### config.mk
export PLATFORM = sky130hd
export DESIGN_NAME = matmul_ctrl_flat
export DESIGN_NICKNAME = d
export VERILOG_FILES = /design/src/rtl/matmul_pkg.sv /design/src/rtl/matmul_ctrl_if.sv /design/src/rtl/matmul_addr_gen.sv /design/src/rtl/matmul_ctrl.sv /design/src/flat_wrapper.sv
export SDC_FILE = /design/constraint.sdc
export NUM_CORES = 1
export LEC_CHECK = 0
export ABC_AREA = 1
export BUFFER_PORTS_ARGS = -buffer_cell sky130_fd_sc_hd__buf_4
export CAP_MARGIN = 5
export CORE_MARGIN = 4
export CORE_UTILIZATION = 35
export DETAILED_ROUTE_END_ITERATION = 8
export PLACE_DENSITY_LB_ADDON = 0.05
export SYNTH_ARGS = -nofsm -noshare
export SYNTH_HDL_FRONTEND = slang
export SYNTH_HIERARCHICAL = 1
export SYNTH_SLANG_ARGS = --single-unit
### constraint.sdc
create_clock -name clk -period 1.9 [get_ports clk]
set_input_delay 0.285 -clock clk [delete_from_list [all_inputs] [get_ports clk]]
set_output_delay 0.285 -clock clk [all_outputs]
set_load 0.01 [all_outputs]
### src/rtl/matmul_pkg.sv
// Shared state encoding and default sizing for the matmul controller.
// Latency: n/a (types and constants only).
// Backpressure: n/a.
package matmul_pkg;

  typedef enum logic [2:0] {
    S_IDLE = 3'd0,
    S_LOAD = 3'd1,
    S_MAC  = 3'd2,
    S_WB   = 3'd3,
    S_POST = 3'd4,
    S_DONE = 3'd5
  } state_e;

  localparam int         DEF_N_MUL    = 4;
  localparam int         DEF_N_ROWS   = 4;
  localparam logic [7:0] DEF_RAM_BASE = 8'h00;

endpackage

### src/rtl/matmul_ctrl_if.sv
// Handshake/bus bundle between the matmul controller and its datapath/SRAM.
// Latency: n/a (wires only).
// Backpressure: ry from the SRAM side stalls write-back.
interface matmul_ctrl_if;
  logic       start;
  logic       xload_done;
  logic       ry;
  logic       input_load_en;
  logic       AU_en;
  logic [3:0] rom_addr;
  logic       cs_n;
  logic       we_n;
  logic [7:0] ram_addr;
  logic       row_done;
  logic       avgmax_en;
  logic       busy;
  logic       done;

  // Controller side
  modport master (
    input  start, xload_done, ry,
    output input_load_en, AU_en, rom_addr, cs_n, we_n, ram_addr,
           row_done, avgmax_en, busy, done
  );

  // Environment side
  modport slave (
    output start, xload_done, ry,
    input  input_load_en, AU_en, rom_addr, cs_n, we_n, ram_addr,
           row_done, avgmax_en, busy, done
  );
endinterface

### src/rtl/matmul_addr_gen.sv
// Row/mul counters producing coefficient ROM and SRAM write addresses.
// Latency: addresses are combinational from the registered counters.
// Backpressure: counters only move on mul_inc/row_inc from the FSM.
module matmul_addr_gen
  import matmul_pkg::*;
#(
  parameter int         N_MUL    = DEF_N_MUL,
  parameter int         N_ROWS   = DEF_N_ROWS,
  parameter logic [7:0] RAM_BASE = DEF_RAM_BASE
) (
  input  logic       clk,
  input  logic       rst,
  input  logic       clr,
  input  logic       mul_inc,
  input  logic       row_inc,
  output logic [3:0] rom_addr,
  output logic [7:0] ram_addr,
  output logic       last_mul,
  output logic       last_row
);

  logic [2:0] mul_q, mul_d;
  logic [3:0] row_q, row_d;

  assign last_mul = (mul_q == 3'(N_MUL - 1));
  assign last_row = (row_q == 4'(N_ROWS - 1));
  // N_ROWS*N_MUL <= 16 keeps the ROM address inside 4 bits
  assign rom_addr = row_q * 4'(N_MUL) + 4'(mul_q);
  // 8-bit add wraps naturally past 8'hFF
  assign ram_addr = RAM_BASE + 8'(row_q);

  // Next counter values: clear wins, mul wraps at the end of each row
  always_comb begin
    mul_d = mul_q;
    row_d = row_q;
    if (clr) begin
      mul_d = '0;
      row_d = '0;
    end else begin
      if (mul_inc) mul_d = last_mul ? 3'd0 : mul_q + 3'd1;
      if (row_inc) row_d = row_q + 4'd1;
    end
  end

  // Counter registers with synchronous active-low reset
  always_ff @(posedge clk) begin
    if (!rst) begin
      mul_q <= '0;
      row_q <= '0;
    end else begin
      mul_q <= mul_d;
      row_q <= row_d;
    end
  end

endmodule

### src/rtl/matmul_ctrl.sv
// Sequences X load, per-row MAC bursts and SRAM write-back for a matmul job.
// Latency: 1 + load + N_ROWS*(N_MUL + 1 + stalls) [+1 POST] + 1 DONE cycles.
// Backpressure: ry=0 holds WB with the SRAM idle; start while busy is dropped.
// Optional feature: MATMUL_CTRL_AVGMAX_EN adds a one-cycle POST state.
module matmul_ctrl
  import matmul_pkg::*;
#(
  parameter int         N_MUL    = DEF_N_MUL,
  parameter int         N_ROWS   = DEF_N_ROWS,
  parameter logic [7:0] RAM_BASE = DEF_RAM_BASE
) (
  input  logic          clk,
  input  logic          rst,
  matmul_ctrl_if.master bus
);

  state_e     state_q, state_d;
  logic       clr, mul_inc, row_inc;
  logic       last_mul, last_row;
  logic [3:0] rom_addr_raw;
  logic [7:0] ram_addr_raw;
  logic       input_load_en, au_en, cs_n, we_n, row_done, avgmax_en, done;

  matmul_addr_gen #(
    .N_MUL    (N_MUL),
    .N_ROWS   (N_ROWS),
    .RAM_BASE (RAM_BASE)
  ) u_addr_gen (
    .clk      (clk),
    .rst      (rst),
    .clr      (clr),
    .mul_inc  (mul_inc),
    .row_inc  (row_inc),
    .rom_addr (rom_addr_raw),
    .ram_addr (ram_addr_raw),
    .last_mul (last_mul),
    .last_row (last_row)
  );

  // Next-state and Moore/Mealy outputs; everything idles by default
  always_comb begin
    state_d       = state_q;
    input_load_en = 1'b0;
    au_en         = 1'b0;
    cs_n          = 1'b1;
    we_n          = 1'b1;
    row_done      = 1'b0;
    avgmax_en     = 1'b0;
    done          = 1'b0;
    clr           = 1'b0;
    mul_inc       = 1'b0;
    row_inc       = 1'b0;
    case (state_q)
      S_IDLE: begin
        clr = 1'b1;
        if (bus.start) state_d = S_LOAD;
      end
      S_LOAD: begin
        input_load_en = 1'b1;
        if (bus.xload_done) state_d = S_MAC;
      end
      S_MAC: begin
        au_en   = 1'b1;
        mul_inc = 1'b1;
        if (last_mul) state_d = S_WB;
      end
      S_WB: begin
        // SRAM strobes only on a ready cycle; otherwise hold here
        if (bus.ry) begin
          cs_n     = 1'b0;
          we_n     = 1'b0;
          row_done = 1'b1;
          if (last_row) begin
`ifdef MATMUL_CTRL_AVGMAX_EN
            state_d = S_POST;
`else
            state_d = S_DONE;
`endif
          end else begin
            row_inc = 1'b1;
            state_d = S_MAC;
          end
        end
      end
      S_POST: begin
`ifdef MATMUL_CTRL_AVGMAX_EN
        avgmax_en = 1'b1;
        state_d   = S_DONE;
`else
        state_d   = S_IDLE;
`endif
      end
      S_DONE: begin
        done    = 1'b1;
        state_d = S_IDLE;
      end
      default: state_d = S_IDLE;
    endcase
  end

  // State register with synchronous active-low reset
  always_ff @(posedge clk) begin
    if (!rst) state_q <= S_IDLE;
    else      state_q <= state_d;
  end

  assign bus.input_load_en = input_load_en;
  assign bus.AU_en         = au_en;
  assign bus.rom_addr      = (state_q == S_MAC) ? rom_addr_raw : 4'd0;
  assign bus.cs_n          = cs_n;
  assign bus.we_n          = we_n;
  assign bus.ram_addr      = (state_q == S_WB) ? ram_addr_raw : RAM_BASE;
  assign bus.row_done      = row_done;
  assign bus.avgmax_en     = avgmax_en;
  assign bus.busy          = (state_q != S_IDLE);
  assign bus.done          = done;

endmodule

### src/flat_wrapper.sv
// flat-port wrapper written by rule: the top's interface ports become plain ports
module matmul_ctrl_flat import matmul_pkg::*;
#(
  parameter int         N_MUL    = DEF_N_MUL,
  parameter int         N_ROWS   = DEF_N_ROWS,
  parameter logic [7:0] RAM_BASE = DEF_RAM_BASE
)
  (clk, rst, bus_start, bus_xload_done, bus_ry, bus_input_load_en, bus_AU_en, bus_rom_addr, bus_cs_n, bus_we_n, bus_ram_addr, bus_row_done, bus_avgmax_en, bus_busy, bus_done);
  matmul_ctrl_if bus_i ();
  input  logic clk;
  input  logic rst;
  input wire logic [$bits(bus_i.start)-1:0] bus_start;
  input wire logic [$bits(bus_i.xload_done)-1:0] bus_xload_done;
  input wire logic [$bits(bus_i.ry)-1:0] bus_ry;
  output wire logic [$bits(bus_i.input_load_en)-1:0] bus_input_load_en;
  output wire logic [$bits(bus_i.AU_en)-1:0] bus_AU_en;
  output wire logic [$bits(bus_i.rom_addr)-1:0] bus_rom_addr;
  output wire logic [$bits(bus_i.cs_n)-1:0] bus_cs_n;
  output wire logic [$bits(bus_i.we_n)-1:0] bus_we_n;
  output wire logic [$bits(bus_i.ram_addr)-1:0] bus_ram_addr;
  output wire logic [$bits(bus_i.row_done)-1:0] bus_row_done;
  output wire logic [$bits(bus_i.avgmax_en)-1:0] bus_avgmax_en;
  output wire logic [$bits(bus_i.busy)-1:0] bus_busy;
  output wire logic [$bits(bus_i.done)-1:0] bus_done;
  assign bus_i.start = bus_start;
  assign bus_i.xload_done = bus_xload_done;
  assign bus_i.ry = bus_ry;
  assign bus_input_load_en = bus_i.input_load_en;
  assign bus_AU_en = bus_i.AU_en;
  assign bus_rom_addr = bus_i.rom_addr;
  assign bus_cs_n = bus_i.cs_n;
  assign bus_we_n = bus_i.we_n;
  assign bus_ram_addr = bus_i.ram_addr;
  assign bus_row_done = bus_i.row_done;
  assign bus_avgmax_en = bus_i.avgmax_en;
  assign bus_busy = bus_i.busy;
  assign bus_done = bus_i.done;
  matmul_ctrl #(.N_MUL(N_MUL), .N_ROWS(N_ROWS), .RAM_BASE(RAM_BASE)) u_core (.clk(clk), .rst(rst), .bus(bus_i));
endmodule
* Word-level counts from Yosys, hierarchy flattened
Index checks and enable logic that the tools add are counted. Widths: inputs -> output; s select.
Word-level totals: flip-flop bits (word level) 10
Cells by class: reduce and logical (&&, ||, !) cells 4, $add $sub $neg 3, multiplexer cells 20, bitwise gates (word level) 1, equal/unequal tests 10
Operators by type and width (number):
- $mux 3 | 6
- $pmux 3 s4 | 1
- $mux 1 | 11
- $eq 3x2->1 const B | 3
- $mux 4 | 2
- $ne 2x2->1 const B | 4
- $add 4x1->4 const B | 1
- $add 4x3->4 | 1
- $eq 4x2->1 const B | 1
- $reduce_and 4->1 | 1
- $add 3x1->3 const B | 1
- $eq 3x1->1 const B | 1
- $eq 3x3->1 const B | 1
- $logic_not 3->1 | 1
- $reduce_bool 3->1 | 1
- $reduce_or 2->1 | 1
- $not 1->1 | 1

* Depth between registers and ports, before layout
Gate-level depths: netlist of run 1.
depth in word-level cells 4, depth in mapped cells 11, depth with buffers taken out 11

* Cells and area by module
The synthesis of run 1 kept the hierarchy.
Modules (own cells, without submodules):
- matmul_addr_gen | area an instance 384.1 um^2, instances 1, cells each 50
- matmul_ctrl | area an instance 357.8 um^2, instances 1, cells each 70

* Worst setup path after synthesis of run 1
No wires, ideal clock.
path kind reg2reg, start point register u_core.state_q[1], end point register u_core.u_addr_gen.row_q[3], data arrival time 1357 ps, stages on the path, launching flop included 12, setup time 113 ps, slack 430 ps, cell sequence dfxtp_1 > nand2_2 > nor2_2 > inv_2 > nor2_4 > inv_2 > nor2_2 > nand2_1 > nor2_2 > nand2_1 > nand2_1 > nor2_1
On the way: elaborated cells on any way between the ends 5, classes of those cells eq/ne: 1; mux: 2; reduce/logical: 2
RTL lines:
- from (decl) | RTL line matmul_ctrl.sv:17 | state_e state_q, state_d;
- from (signal assigned) | RTL line matmul_ctrl.sv:104 | else state_q <= state_d;
- $eq 3x2->1 | RTL line matmul_ctrl.sv:53 | case (state_q)
- $mux 1 | RTL line matmul_ctrl.sv:53
- named net u_core.row_inc | RTL line matmul_ctrl.sv:18 | logic clr, mul_inc, row_inc;
- to (signal assigned) | RTL line matmul_addr_gen.sv:52 | row_q <= row_d;
- to (decl) | RTL line matmul_addr_gen.sv:23 | logic [3:0] row_q, row_d;
The timed path passes the listed nets, and every way through them passes these cells. A chain may end at the register's enable or synchronous reset.

* Worst setup path after layout of run 1
start point register u_core.state_q[1], end point output port bus_cs_n
On the way: longest elaborated chain between the ends 2
Ends and longest elaborated chain:
- $eq 3x2->1 | RTL line matmul_ctrl.sv:53
- $mux 1 | RTL line matmul_ctrl.sv:53
- to (decl) | RTL line flat_wrapper.sv:18 | output wire logic [$bits(bus_i.cs_n)-1:0] bus_cs_n;
Every way passes these cells.

==> impl_metrics.py, run 1 <==
metrics = {
    "status": {
        "status": "complete, no violations",
    },
    "timing": {
        "finalHoldViolCount": 0,
        "grt_setup_unrepaired": "no",
        "min_period_over_period_pct": 86.4,
        "finalMaxSlewViolations": 0,
        "fin_worst_skew_ns": 0.00113,
        "fin_ws_ns": 0.258,
        "period_minus_slack_ns": 1.64,
        "setup_tns_ns": 0,
        "report.final.setup_viol": 0,
        "fmax_mhz": 609,
    },
    "floorplan": {
        "io_pins": 25,
        "fp.dieH_um": 54.0,
        "fp-row-count": 16,
        "core_um2": 1980,
        "die_w_um": 54.0,
        "start_util_pct": 37.4,
        "dieArea_um2": 2920,
    },
    "placed_design": {
        "dp_cells": 161,
        "place_ws_ns": 0.294,
        "io_buffer_count": 19,
        "place_congestion": 0.788,
        "dp_hpwl_mm": 1.21,
    },
    "grt": {
        "grt-busiest-layer": "met2",
        "grt_pass1_wl_mm": 2.42,
        "grt_max_degree": 11,
        "use_met2_pct": 20.2,
        "grt_use_met1_pct": 12.5,
        "gr-total-overflow": 0,
        "grt_pass1_vias": 617,
        "met3_usage_pct": 1.66,
        "grt.total_usage_pct": 11.4,
        "antenna_found_initial": 0,
    },
    "synthesis": {
        "synthTopCellsByArea": "dfxtp_1, inv_1, nor2_1",
        "synth_warnings": 6,
        "synth_top_area_cell": "dfxtp_1",
        "syn-cell-area_um2": 742,
        "synthFlopType": "dfxtp_1",
        "yosysMostFrequentCell": "inv_1",
        "yosysSeqAreaShare_pct": 27.0,
        "synth-edff-count": 0,
        "synth_common_cells": "inv_1, nor2_1, nand2_1",
        "yosysUniqueCellTypes": 21,
        "syn_avg_cell_area_um2": 6.18,
        "synth_top_area_share_pct": 27.0,
        "synth_seq_cells": 10,
        "synthArstFlopShare_pct": 0,
        "syn_inst": 120,
    },
    "critical_path": {
        "crit_type": "flip-flop to output port",
        "crit_required_ns": 1.62,
        "start_kind": "flip-flop",
        "cp_max_fo": 10,
        "crit_slowest_cell": "dfxtp_1",
        "cpMostUsedCell": "inv_2",
        "path_cells": "nand2_2, nor2_2, inv_2, nor2_4, inv_2, buf_4",
        "worstPathArrival_ns": 1.36,
        "max_stage_delay_ns": 0.47,
        "cp-end-kind": "output port",
    },
    "final_layout": {
        "drive_gt1_share_pct": 23.9,
        "final_cells": 165,
        "n_antenna_cell": 0,
        "final_util_pct": 45.7,
        "areaGrowthSynthToFinish_pct": 22.1,
        "nets": 147,
    },
    "min_path": {
        "worst_hold_path_type": "input port to flip-flop",
    },
    "clock_tree": {
        "htreeDepth": 1,
        "clockBufferDepth": 2,
        "cts_buffers": 3,
        "cts_tree": "built",
        "post_cts_buffers": 0,
        "path_clk_slew_ns": 0.07,
        "clkLatencyLatePin_ns": 0.26,
        "cts_sinks": 10,
        "cts_resized": 0,
        "holdBufCountCts": 0,
        "clock-root-buffer": "clkbuf_4",
    },
    "drt": {
        "detail_route.vias_per_cell": 4.15,
        "wl_per_cell_um": 9.32,
        "dr.pass1.iters": 4,
        "antenna_left": 0,
        "route.detailed.drc": 0,
        "routed_wl_mm": 1.54,
        "drtIter0Drc": 11,
        "vias": 685,
    },
    "job": {
        "cap_viol_max_count": 0,
    },
    "power_and_ir_drop": {
        "ir_drop_v": 0.000485,
        "power_mw": 0.881,
        "powerDensity_nw_per_um2": 973,
        "p_leak_nw": 0.428,
    },
}
[per-layer routing]
metal  part of all wire, %  wire length (um)  vias up
met5                     0                 0        -
met4                  0.91                14        0
met3                   5.8                89        2
met2                    48               735       15
met1                    45               698      288
li1                      -                 -      380
[flip-flops by register name (all words and copies together) (netlist names)]
name	flops
u_core/u_addr_gen/mul_q	3
u_core/state_q	3
u_core/u_addr_gen/row_q	4
[per-stage QoR]
step                area, um2  hold WS (ns)
floorplan                 753         0.420
global placement          870         0.457
detailed placement        870         0.459
CTS                       906         0.260
global route              906         0.289
finish                    906         0.274
[worst max-delay path: cells and delay by family, from the launching register on]
kind	cells	cell delay [ns]
buf+inv	3	0.31
flops	1	0.47
simple gates	3	0.32
[kinds of logic (layout without fill, tap and decap cells)]
kind of cell,Yosys count,count (layout),synth area share [%]
simple gates,57,57,35.4
buf+inv,36,51,22.3
compound gates,11,11,8.09
flops,10,10,27.0
fa+ha+maj,3,3,5.06
other cells,2,5,1.01
xor+xnor,1,1,1.18
[layout make-up]
type / count / area (um2)
repair buffers: 19 / 143
clock buffers: 4 / 36.3
multi-input cells: 77 / 388
flip-flops and latches: 10 / 200
fillers: 211 / 1080
well taps: 27 / 33.8
inverters: 28 / 105
[path summary, 6_finish.rpt]
kind | from | to | slack, ns | cells past startpoint
hold reg to reg | u_core/u_addr_gen/mul_q[2]$_SDFFE_PP0P_ | u_core/u_addr_gen/mul_q[2]$_SDFFE_PP0P_ | 0.47 | 2
setup / recovery | u_core/state_q[1]$_SDFFE_PN0P_ | bus_cs_n | 0.26 | 6
hold / removal | rst | u_core/state_q[0]$_SDFFE_PN0P_ | 0.27 | 3
setup reg to reg | u_core/state_q[1]$_SDFFE_PN0P_ | u_core/u_addr_gen/row_q[3]$_SDFFE_PP0P_ | 0.30 | 11
[where the power goes]
group / internal (mW) / leakage (nW) / switching (mW)
Clock: 0.116 / 0.0210 / 0.0741
Combinational: 0.155 / 0.326 / 0.254
Sequential: 0.237 / 0.0812 / 0.0447
Total: 0.508 / 0.428 / 0.373
[cell usage in the layout (no fill, tap or decap), types with 2 or more instances in the layout]
| master | Yosys | final |
|---|---|---|
| a21oi_1 | 6 | 6 |
| buf_4 | 8 | 19 |
| clkbuf_4 | 0 | 3 |
| conb_1 | 2 | 5 |
| dfxtp_1 | 10 | 10 |
| ha_1 | 3 | 3 |
| inv_1 | 26 | 26 |
| inv_2 | 2 | 2 |
| nand2_1 | 17 | 17 |
| nand3_1 | 5 | 5 |
| nor2_1 | 22 | 22 |
| nor2_2 | 5 | 5 |
| nor2_4 | 2 | 2 |
| nor3_1 | 2 | 2 |
| o21ai_0 | 3 | 3 |
(Power assumes the default switching activity.)
==> run 2: changes to the inputs <==
==> constraint.sdc (replaced) <==
create_clock -name clk -period 1.9 [get_ports clk]
set_input_delay 0.285 -clock clk [delete_from_list [all_inputs] [get_ports clk]]
set_output_delay 0.285 -clock clk [all_outputs]
set_load 0.1 [all_outputs]
==> impl_metrics.py, run 2 (same netlist as run 1, synthesis figures left out) <==
metrics = {
    "critical_path": {
        "timing.rr.end": "u_core/u_addr_gen/row_q[3]$_SDFFE_PP0P_",
        "cp-end-kind": "output port",
        "worstPathArrival_ns": 1.48,
        "worstRegToRegCells": 11,
        "crit_required_ns": 1.62,
        "crit_slowest_cell": "dfxtp_1",
        "crit_start": "u_core/u_addr_gen/row_q[0]$_SDFFE_PP0P_",
        "cp_max_fo": 6,
        "crit_path_end": "bus_rom_addr[3]",
        "r2r_start": "u_core/state_q[1]$_SDFFE_PN0P_",
        "crit_type": "flip-flop to output port",
        "ff2ff_setup_slack_ns": 0.40,
        "max_stage_delay_ns": 0.43,
        "start_kind": "flip-flop",
        "path_cells": "ha_1, xor2_1, inv_1, nor2_2, buf_4",
    },
    "clock_tree": {
        "cts_sinks": 10,
        "post_cts_buffers": 0,
        "htreeDepth": 1,
        "clockBufferDepth": 2,
        "cts_buffers": 3,
        "path_clk_slew_ns": 0.07,
        "clkLatencyLatePin_ns": 0.27,
        "cts_tree": "built",
        "clock-root-buffer": "clkbuf_4",
    },
    "power_and_ir_drop": {
        "ir_drop_v": 0.000739,
        "p_leak_nw": 0.439,
        "power_mw": 1.30,
        "powerDensity_nw_per_um2": 1360,
    },
    "timing": {
        "fin_worst_skew_ns": 0.00477,
        "grt_setup_unrepaired": "no",
        "fmax_mhz": 567,
        "report.final.setup_viol": 0,
        "finalMaxSlewViolations": 4,
        "period_minus_slack_ns": 1.76,
        "whs_ns": 0.280,
        "slew_headroom_pct": -15.5,
        "min_period_over_period_pct": 92.9,
        "finalHoldViolCount": 0,
        "worst_pin_slew_ns": 1.73,
        "fin_ws_ns": 0.136,
    },
    "final_layout": {
        "fin_area_um2": 955,
        "largest_registers": "u_core/u_addr_gen/row_q x4, u_core/state_q x3, u_core/u_addr_gen/mul_q x3",
        "drive_gt1_share_pct": 30.2,
        "mostFrequentLayoutCells": "inv_1, buf_4, nor2_1",
        "final_util_pct": 48.2,
        "n_antenna_cell": 0,
        "layout_commonest_cell": "inv_1",
        "largest_register_ffs": 4,
        "areaGrowthSynthToFinish_pct": 28.7,
        "largest-register": "u_core/u_addr_gen/row_q",
        "nets": 148,
    },
    "status": {
        "status": "finished, violations left",
        "failed_checks": "slew limit",
    },
    "placed_design": {
        "dp_hpwl_mm": 1.22,
        "io_buffer_count": 19,
        "place_congestion": 0.770,
        "place_area_um2": 915,
        "place_ws_ns": 0.399,
    },
    "drt": {
        "detail_route.vias_per_cell": 4.19,
        "antenna_left": 0,
        "routed_wl_mm": 1.52,
        "dr.pass1.iters": 4,
        "route.detailed.drc": 0,
        "drtIter0Drc": 5,
        "wl_per_cell_um": 9.17,
        "vias": 696,
    },
    "floorplan": {
        "fp-row-count": 16,
        "io_pins": 25,
        "die_w_um": 54.0,
        "fp.dieH_um": 54.0,
        "start_util_pct": 37.4,
        "core_um2": 1980,
        "dieArea_um2": 2920,
    },
    "grt": {
        "grt.total_usage_pct": 12.2,
        "grt_max_degree": 11,
        "antenna_found_initial": 0,
        "grt_pass1_wl_mm": 2.59,
        "gr-total-overflow": 0,
        "grt_pass1_vias": 660,
    },
    "min_path": {
        "worst_hold_path_type": "input port to flip-flop",
        "hold_depth": 3,
    },
    "job": {
        "cap_viol_max_count": 0,
    },
}
[run 2: cell count changes in the layout (fill, tap and decap cells not counted), sizes merged]
| cell | before | now |
|---|---|---|
| buf | 19 | 20 |
[run 2: layout make-up]
| type | count | area (um2) |
|---|---|---|
| inverter | 28 | 113 |
| timing repair buffer | 20 | 154 |
| multi-input combinational | 77 | 413 |
| tap | 27 | 33.8 |
| sequential | 10 | 205 |
| fill | 218 | 1030 |
| clock buffer | 4 | 36.3 |
[run 2: power by group]
part | internal, mW | switching, mW | total (mW)
Sequential | 0.246 | 0.0458 | 0.292
Clock | 0.116 | 0.0776 | 0.194
Combinational | 0.171 | 0.641 | 0.812
Total | 0.533 | 0.765 | 1.30
[run 2: worst max-delay path, delay by kind of cell (launching register included)]
family	cells	cell delay, ns
flops	1	0.43
buf+inv	2	0.35
fa+ha+maj	1	0.20
xor+xnor	1	0.14
simple gates	1	0.09
[run 2: per-stage QoR]
stage          cells  TNS (ns)
6_report         166         0
4_1_cts          166         0
5_1_grt          166         0
3_5_place_dp     162         0
2_1_floorplan    123     -1.31
3_3_place_gp     162         0
[run 2: layer usage]
layer / GRT usage, % / vias up / routed length [um] / part of all wire, %
met3: 5.82 / 0 / 125 / 8.2
li1: - / 379 / - / -
met1: 13.4 / 298 / 675 / 44
met4: 2.49 / 0 / 0 / 0
met5: 0 / - / 0 / 0
met2: 21.2 / 19 / 722 / 47
[run 2: worst min path at each step]
stage,start,endpoint,slack [ns]
2_1_floorplan,rst,u_core/state_q[0]$_SDFFE_PN0P_,0.41
3_3_place_gp,u_core/u_addr_gen/mul_q[2]$_SDFFE_PP0P_,u_core/u_addr_gen/mul_q[2]$_SDFFE_PP0P_,0.46
3_5_place_dp,u_core/u_addr_gen/mul_q[2]$_SDFFE_PP0P_,u_core/u_addr_gen/mul_q[2]$_SDFFE_PP0P_,0.47
4_1_cts,rst,u_core/state_q[0]$_SDFFE_PN0P_,0.27
5_1_grt,rst,u_core/state_q[1]$_SDFFE_PN0P_,0.30
6_report,rst,u_core/state_q[0]$_SDFFE_PN0P_,0.28
[run 2: what timing repair did]
action                                  CTS  global route
hold buffers                              0             0
resized for setup                         0             1
endpoints found under the setup margin    0             1
